File: config.mk
export PLATFORM = sky130hd
export DESIGN_NAME = nine_segment_arbiter
export DESIGN_NICKNAME = d
export VERILOG_FILES = /design/src/rtl/nine_segment_pkg.sv /design/src/rtl/nine_segment_prescaler.sv /design/src/rtl/nine_segment_arbiter.sv
export SDC_FILE = /design/constraint.sdc
export NUM_CORES = 1
export LEC_CHECK = 0
export CORE_UTILIZATION = 35
export CTS_CLUSTER_DIAMETER = 50
export CTS_CLUSTER_SIZE = 28
export DETAILED_ROUTE_END_ITERATION = 10
export PLACE_DENSITY = 0.69
export SYNTH_ARGS = -nofsm -noshare
export SYNTH_HDL_FRONTEND = slang
export SYNTH_SLANG_ARGS = --single-unit
File: constraint.sdc
create_clock -name clk -period 3.32 [get_ports clk]
set_input_delay 0.332 -clock clk [delete_from_list [all_inputs] [get_ports clk]]
set_output_delay 0.332 -clock clk [all_outputs]
set_load 0.005 [all_outputs]
File: src/rtl/nine_segment_pkg.sv
// Shared types for the nine-segment display path.
package nine_segment_pkg;

  localparam int unsigned SEG_W = 9;

  typedef logic [SEG_W-1:0] seg_t;

  typedef enum logic [1:0] {
    IDLE,
    SHOW,
    BLANK
  } arb_state_t;

endpackage

File: src/rtl/nine_segment_prescaler.sv
// Free-running display-tick generator: one-cycle scan_en pulse every PRESCALE clocks.
module nine_segment_prescaler #(
  parameter int unsigned PRESCALE = 1000
) (
  input  logic clk,
  input  logic rst,
  output logic scan_en
);

  localparam int unsigned CW = (PRESCALE > 1) ? $clog2(PRESCALE) : 1;
  localparam logic [CW-1:0] CNT_MAX = CW'(PRESCALE - 1);

  logic [CW-1:0] cnt_q;

  // Count 0..PRESCALE-1 and pulse scan_en the cycle after the terminal count.
  always_ff @(posedge clk or posedge rst) begin
    if (rst) begin
      cnt_q   <= '0;
      scan_en <= 1'b0;
    end else begin
      scan_en <= (cnt_q == CNT_MAX);
      cnt_q   <= (cnt_q == CNT_MAX) ? '0 : cnt_q + 1'b1;
    end
  end

endmodule

File: src/rtl/nine_segment_arbiter.sv
// Round-robin sharing of one 9-segment display between NUM_REQ requesters.
module nine_segment_arbiter
  import nine_segment_pkg::*;
#(
  parameter int unsigned NUM_REQ       = 3,
  parameter int unsigned PRESCALE      = 1000,
  parameter int unsigned HOLD_TICKS    = 250,
  parameter seg_t        BLANK_PATTERN = 9'h000
) (
  input  logic                                              clk,
  input  logic                                              rst,
  input  logic [NUM_REQ-1:0]                                req_valid,
  input  logic [SEG_W*NUM_REQ-1:0]                          req_pattern,
  output logic [NUM_REQ-1:0]                                req_ready,
  output seg_t                                              segments,
  output logic [((NUM_REQ > 1) ? $clog2(NUM_REQ) : 1)-1:0] grant_id,
  output logic                                              busy,
  output logic                                              scan_en
);

  localparam int unsigned GW = (NUM_REQ > 1) ? $clog2(NUM_REQ) : 1;
  localparam int unsigned SW = GW + 1;
  localparam int unsigned HW = (HOLD_TICKS > 1) ? $clog2(HOLD_TICKS) : 1;
  localparam logic [GW-1:0] LAST_IDX  = GW'(NUM_REQ - 1);
  localparam logic [HW-1:0] HOLD_INIT = HW'(HOLD_TICKS - 1);

  arb_state_t    state_q;
  logic [GW-1:0] last_grant_q;
  logic [HW-1:0] hold_cnt_q;

  logic [GW-1:0]          start_idx;
  logic [2*NUM_REQ-1:0]   valid_dbl;
  logic [NUM_REQ-1:0]     valid_rot;
  logic [SW-1:0]          win_sum;
  logic                   win_found;
  logic [GW-1:0]          win_idx;
  seg_t                   win_pat;

  nine_segment_prescaler #(
    .PRESCALE (PRESCALE)
  ) u_prescaler (
    .clk     (clk),
    .rst     (rst),
    .scan_en (scan_en)
  );

  // Rotate-priority search: first valid index at or after last_grant+1, with wrap.
  always_comb begin
    start_idx = (last_grant_q == LAST_IDX) ? '0 : last_grant_q + 1'b1;
    // Doubling the vector makes the rotate a plain right shift.
    valid_dbl = {req_valid, req_valid} >> start_idx;
    valid_rot = valid_dbl[NUM_REQ-1:0];
    win_found = 1'b0;
    win_idx   = '0;
    win_sum   = '0;
    for (int i = 0; i < NUM_REQ; i++) begin
      if (!win_found && valid_rot[i]) begin
        win_found = 1'b1;
        win_sum   = {1'b0, start_idx} + SW'(i);
        if (win_sum >= SW'(NUM_REQ)) begin
          win_sum = win_sum - SW'(NUM_REQ);
        end
        win_idx = win_sum[GW-1:0];
      end
    end
  end

  // Winner's pattern mux and one-hot ready, only offered while idle and out of reset.
  always_comb begin
    win_pat   = BLANK_PATTERN;
    req_ready = '0;
    for (int i = 0; i < NUM_REQ; i++) begin
      if (win_idx == GW'(i)) begin
        win_pat = req_pattern[i*SEG_W +: SEG_W];
      end
      req_ready[i] = !rst && (state_q == IDLE) && win_found && (win_idx == GW'(i));
    end
  end

  // Grant / show / blank sequencing with registered display outputs.
  always_ff @(posedge clk or posedge rst) begin
    if (rst) begin
      state_q      <= IDLE;
      segments     <= BLANK_PATTERN;
      grant_id     <= '0;
      last_grant_q <= LAST_IDX;
      busy         <= 1'b0;
      hold_cnt_q   <= '0;
    end else begin
      unique case (state_q)
        IDLE: begin
          // A winner always sees ready, so a found winner is a completed handshake.
          if (win_found) begin
            segments     <= win_pat;
            grant_id     <= win_idx;
            last_grant_q <= win_idx;
            hold_cnt_q   <= HOLD_INIT;
            busy         <= 1'b1;
            state_q      <= SHOW;
          end
        end
        SHOW: begin
          if (scan_en) begin
            if (hold_cnt_q == '0) begin
              segments <= BLANK_PATTERN;
              state_q  <= BLANK;
            end else begin
              hold_cnt_q <= hold_cnt_q - 1'b1;
            end
          end
        end
        BLANK: begin
          if (scan_en) begin
            busy    <= 1'b0;
            state_q <= IDLE;
          end
        end
        default: state_q <= IDLE;
      endcase
    end
  end

endmodule

==> metrics, run 1 <==
Top Ports 48; largest net degree at the start of global routing 35; design area 0.00246 sq mm; vias in the first global route 1616; Synth Instances 192; DRT iter0 DRCs 91; Net Count, Synth 227; Critical Path Sink Type primary output; Final Hold Fails 0; Rel. slew slack 30.3%; Setup Skew 0.00768 ns; CP Data Arrival Time 2.59 ns; Placed Area 0.00238 sq mm; final worst path period share 88.1%; Port Buffers 47; register area share after synthesis 45.9%; hpwl dp 3190 um; worst-skew pair later-pin latency 0.28 ns; # setup viols final 0; Slew Viols, Final 0; Detail Route Antenna Nets 0; Seq pwr share 50.7%; Final Critical Period 2.93 ns; total core area 0.00511 sq mm; share of the synthesized area in the top cell type 44.5%; Clk network pwr share 32.8%; Synth area leader dfrtp_1; first-pass GRT wire length 7390 um; clk buf depth 2; combinational fraction of design power 16.5%; clock sinks 34; Post-Syn Area per Cell 9.66 sq um; DIE AREA 0.00560 sq mm; Worst-Margin Slew 1.04 ns; DRT Pass-1 Iters 4; Yosys reg bits 34; die width 74.8 um; die height 74.8 um; Placer Congestion 0.791; clk slew on worst S/H paths 0.06 ns; total of max-cap violations 0; initial antenna violation count 0; Setup TNS Final 0 ns; fin nets 274; clock root buffer clkbuf_8; Worst Setup Start Kind primary input; CTS Hold Buffers Added 0; postcts setup bufs 0; reg2reg setup slack 1.40 ns; WP data required 2.99 ns; mean routed wirelength per cell 14.2 um; most used flip-flop cell after synthesis dfrtp_1; Rows 26; ys async rst share 100%; Detailed Route WL 4410 um; post_cts resized 0; RSZ-0062 raised after global routing no; IR drop worst, VDD 0.240 mV; drc violations 0; most frequent cell after synthesis dfrtp_1; Post-synth EDFFs 0; Peak Freq 342 MHz; CTS tree yes; Area Growth Syn to Fin 32.8%; CTS H-tree lvls 2; CP Max Fanout 11; vias 1560; fillers 498; Vias/cell 5.03; total gr overflow 0; Commonest cells post-synth dfrtp_1 (33), a211oi_1 (16), nor2_1 (15); Initial Util 36.3%; final hold slack 0.466 ns; count of cell types in the netlist 40; # diodes 0; Syn. warnings 0; TritonCTS buffer count 5; Net Sw Frac 23.9%; crit path kind in2out; power density cells 355 mW/mm^2; Min-Delay Path Class reg2reg; LEAKAGE 0.972 nW; Switching Power 0.000209 W; global router's overall resource usage 17.9%; total internal power 0.000666 W; layout cell share with drive strength beyond 1 6.25%; mapped cell area 0.00186 sq mm; status completed; ranking of synthesized cells by area dfrtp_1 (45%), a211oi_1 (6.5%), o2bb2ai_1 (4.2%)
## placed cells by master, fill, tap and decap left out, types with 5 or more instances in the layout
cell type / instances
a211oi_1: 16
clkbuf_8: 5
clkdlybuf4s50_1: 47
dfrtp_1: 33
inv_1: 12
nand2_1: 14
nor2_1: 15
nor3_1: 8
o21ai_0: 14
o2bb2ai_1: 9
xnor2_1: 6
xor2_1: 5
## worst paths after layout
| check | start | to | depth (start not counted) |
|---|---|---|---|
| min in group asynchronous | rst | grant_id[1] | 3 |
| setup / recovery | req_valid[2] | req_ready[0] | 5 |
| setup reg to reg | state_q[0] | segments[5] | 3 |
| hold / removal | u_prescaler.cnt_q[0] | u_prescaler.cnt_q[0] | 1 |
| max in group asynchronous | rst | last_grant_q[1] | 3 |
| hold reg to reg | u_prescaler.cnt_q[0] | u_prescaler.cnt_q[0] | 1 |
## routing by layer
| metal | up-vias | share of wire [%] | GRT usage (%) | routed length [um] |
|---|---|---|---|---|
| met1 | 732 | 47 | 22.1 | 2060 |
| met2 | 35 | 48 | 29.8 | 2100 |
| met3 | 2 | 4.8 | 5.09 | 212 |
| met5 | - | 0 | 0 | 0 |
| met4 | 0 | 0.75 | 6.50 | 33 |
| li1 | 791 | - | - | - |
## stage by stage
step | total power, W | util (%) | setup WS (ns) | cells
5_1_grt | 0.000922 | 48.3 | 0.264 | 310
4_1_cts | 0.000893 | 48.3 | 0.363 | 310
2_1_floorplan | 0.000511 | - | 1.64 | 192
3_3_place_gp | 0.000595 | 46.7 | 0.455 | 302
6_report | 0.000875 | 48.3 | 0.394 | 310
3_5_place_dp | 0.000595 | 46.7 | 0.372 | 302
## critical path, stage by stage
cell and delay (ns):
clkdlybuf4s50_1 0.56, nor3_1 0.11, nor3_1 0.80, and3_1 0.29, clkdlybuf4s50_1 0.50
## cell type report
| cell class | instances | area, sq um | share of cell area (%) |
|---|---|---|---|
| clock buffers | 8 | 80.1 | 3.25 |
| flip-flops and latches | 34 | 852 | 34.6 |
| multi-input cells | 137 | 915 | 37.1 |
| inverters | 12 | 45.0 | 1.83 |
| well taps | 70 | 87.6 | 3.55 |
| repair buffers | 49 | 485 | 19.7 |
## flip-flops by register name (all words and copies together) (netlist names)
register / count
state_q: 2
u_prescaler.scan_en: 1
u_prescaler.cnt_q: 10
grant_id: 2
last_grant_q: 1
busy: 1
hold_cnt_q: 8
segments: 9
## power groups by stage
stage	Sequential (W)	Combinational, W	Clock, W
after floorplan	0.000450	0.0000608	0
after global placement	0.000451	0.000143	0
final	0.000444	0.000144	0.000287
after CTS	0.000444	0.000145	0.000304
after detailed placement	0.000451	0.000144	0
after global routing	0.000446	0.000157	0.000319
## cell families (layout without fill, tap and decap cells)
family | count (synthesis) | after routing | synth area share [%]
AND/OR/NAND/NOR | 66 | 66 | 19.4
AO/OA/AOI/OAI | 54 | 54 | 21.0
flip-flops | 34 | 34 | 45.9
buffers and inverters | 21 | 69 | 4.79
XOR/XNOR | 11 | 11 | 5.19
adder cells (fa/ha/maj) | 3 | 3 | 2.02
multiplexers | 3 | 3 | 1.62
Power figures use the tool's default switching activity.
==> inputs of run 2 (changes only) <==
--- a/config.mk
+++ b/config.mk
@@ -6,7 +6,7 @@
 export NUM_CORES = 1
 export LEC_CHECK = 0
 export CORE_UTILIZATION = 35
-export CTS_CLUSTER_DIAMETER = 50
+export CTS_CLUSTER_DIAMETER = 100
 export CTS_CLUSTER_SIZE = 28
 export DETAILED_ROUTE_END_ITERATION = 10
 export PLACE_DENSITY = 0.69
==> results of run 2 <==
Same layout as run 1: the final DEF is identical, and so are final timing and power.
==> inputs of run 3 (changes only) <==
--- a/config.mk
+++ b/config.mk
@@ -10,6 +10,7 @@
 export CTS_CLUSTER_SIZE = 28
 export DETAILED_ROUTE_END_ITERATION = 10
 export PLACE_DENSITY = 0.69
+export REMOVE_ABC_BUFFERS = 1
 export SYNTH_ARGS = -nofsm -noshare
 export SYNTH_HDL_FRONTEND = slang
 export SYNTH_SLANG_ARGS = --single-unit
==> metrics, run 3 (synthesis results as in run 1) <==
Multi-input gate area 915 sq um (unchanged); total gr overflow 0 (unchanged); vias in the first global route 1634 (was 1616); clk buf depth 2 (unchanged); die height 74.8 um (unchanged); # diodes 0 (unchanged); status completed (unchanged); max reg flops 10 (unchanged); Final Critical Period 2.71 ns (was 2.93 ns); first-pass GRT wire length 7110 um (was 7390 um); Reg2Reg Depth 6 (was 3); power density cells 362 mW/mm^2 (was 355 mW/mm^2); vias 1585 (was 1560); Hold Path Depth 1 (unchanged); worst-skew pair later-pin latency 0.28 ns (about the same); final worst path period share 81.7% (was 88.1%); IR drop worst, VDD 0.193 mV (was 0.240 mV); Worst Setup Start Kind primary input (unchanged); drc violations 0 (unchanged); CTS H-tree lvls 2 (unchanged); LEAKAGE 0.979 nW (was 0.972 nW); Largest regs u_prescaler.cnt_q: 10 flops, segments: 9 flops, hold_cnt_q: 8 flops (unchanged); Rows 26 (unchanged); Final Hold Fails 0 (unchanged); CTS Hold Buffers Added 0 (unchanged); Setup Skew 0.00650 ns (was 0.00768 ns); Detailed Route WL 4450 um (was 4410 um); Placed Area 0.00238 sq mm (unchanged); largest register by flop count u_prescaler.cnt_q (unchanged); Peak Freq 369 MHz (was 342 MHz); CTS tree yes (unchanged); Top Ports 48 (unchanged); Worst-Margin Slew 0.625 ns (was 1.04 ns); commonest non-fill, non-tap cells in the layout clkdlybuf4s50_1 (47), dfrtp_1 (33), a211oi_1 (16) (unchanged); total of max-cap violations 0 (unchanged); chain of cells forming the critical path clkdlybuf4s50_1 -> nor3_1 -> or3_1 -> nor3_1 -> clkdlybuf4s50_1 (was clkdlybuf4s50_1 -> nor3_1 -> nor3_1 -> and3_1 -> clkdlybuf4s50_1); fin nets 274 (unchanged); DIE AREA 0.00560 sq mm (unchanged); postcts setup bufs 0 (unchanged); clock sinks 34 (unchanged); most common cell after layout, fill and taps aside clkdlybuf4s50_1 (unchanged); TritonCTS buffer count 5 (unchanged); design area 0.00247 sq mm (was 0.00246 sq mm); total core area 0.00511 sq mm (unchanged); Vias/cell 5.11 (was 5.03); clk slew on worst S/H paths 0.07 ns (was 0.06 ns); Placer Congestion 0.859 (was 0.791); Detail Route Antenna Nets 0 (unchanged); Critical Path Sink Type primary output (unchanged); Area Growth Syn to Fin 33.4% (was 32.8%); WP data required 2.99 ns (about the same); crit path kind in2out (unchanged); Slew Viols, Final 0 (unchanged); CP Max Fanout 16 (was 11); initial antenna violation count 0 (unchanged); hpwl dp 3320 um (was 3190 um); clock root buffer clkbuf_8 (unchanged); Setup TNS Final 0 ns (unchanged); largest net degree at the start of global routing 35 (unchanged); die width 74.8 um (unchanged); reg2reg setup slack 1.55 ns (was 1.40 ns); RSZ-0062 raised after global routing no (unchanged); Slowest cell on crit path clkdlybuf4s50_1 (was nor3_1); fillers 495 (was 498); CP Data Arrival Time 2.38 ns (was 2.59 ns); mean routed wirelength per cell 14.4 um (was 14.2 um); Crit path largest cell delay 0.57 ns (was 0.80 ns); DRT iter0 DRCs 46 (was 91); post_cts resized 0 (unchanged); Initial Util 36.3% (unchanged); layout cell share with drive strength beyond 1 6.67% (was 6.25%); Min-Delay Path Class reg2reg (unchanged); global router's overall resource usage 17.1% (was 17.9%); DRT Pass-1 Iters 4 (unchanged); Rel. slew slack 58.4% (was 30.3%); Reg area 852 sq um (unchanged); # setup viols final 0 (unchanged); Port Buffers 47 (unchanged)
[run 3: changes by cell type in the layout (fill, tap and decap cells not counted)]
cell	change
clkbuf_8	+1
clkbuf_1	-1
[run 3: cell type report]
type                       instances  area share, %
sequential                        34           34.4
multi-input combinational        137           37.0
tap                               70           3.54
timing repair buffer              49           19.6
clock buffer                       8           3.64
inverter                          12           1.82
[run 3: per-layer routing]
metal	share of wire (%)	wire [um]	track usage (%)	up-vias
li1	-	-	-	791
met1	46	2060	21.2	754
met2	48	2130	29.0	34
met3	4.5	201	4.42	6
met4	1.4	61	5.87	0
met5	0	0	0	-
[run 3: critical path, delay by kind of cell]
family | cells | cell delay (ns)
buffers and inverters | 2 | 1.11
and+or+nand+nor | 3 | 0.93
[run 3: power by group]
group / internal, W / switching [W]
logic: 0.0000852 / 0.0000583
clock network: 0.000169 / 0.000139
registers: 0.000432 / 0.0000126
[run 3: through the flow]
| stage | cells | hold WS (ns) | total power [W] | setup slack, ns | util [%] |
|---|---|---|---|---|---|
| 2_1_floorplan | 183 | 0.433 | 0.000507 | 1.64 | - |
| 3_3_place_gp | 302 | 0.454 | 0.000596 | 0.665 | 46.7 |
| 3_5_place_dp | 302 | 0.471 | 0.000595 | 0.635 | 46.7 |
| 4_1_cts | 310 | 0.480 | 0.000911 | 0.615 | 48.5 |
| 5_1_grt | 310 | 0.497 | 0.000940 | 0.513 | 48.5 |
| 6_report | 310 | 0.471 | 0.000896 | 0.609 | 48.5 |
[run 3: final timing paths]
kind | to | start
hold / removal | u_prescaler.cnt_q[0] | u_prescaler.cnt_q[0]
setup reg to reg | hold_cnt_q[4] | hold_cnt_q[0]
max in group asynchronous | last_grant_q[1] | rst
hold reg to reg | u_prescaler.cnt_q[0] | u_prescaler.cnt_q[0]
min in group asynchronous | grant_id[0] | rst
setup / recovery | req_ready[2] | req_valid[1]
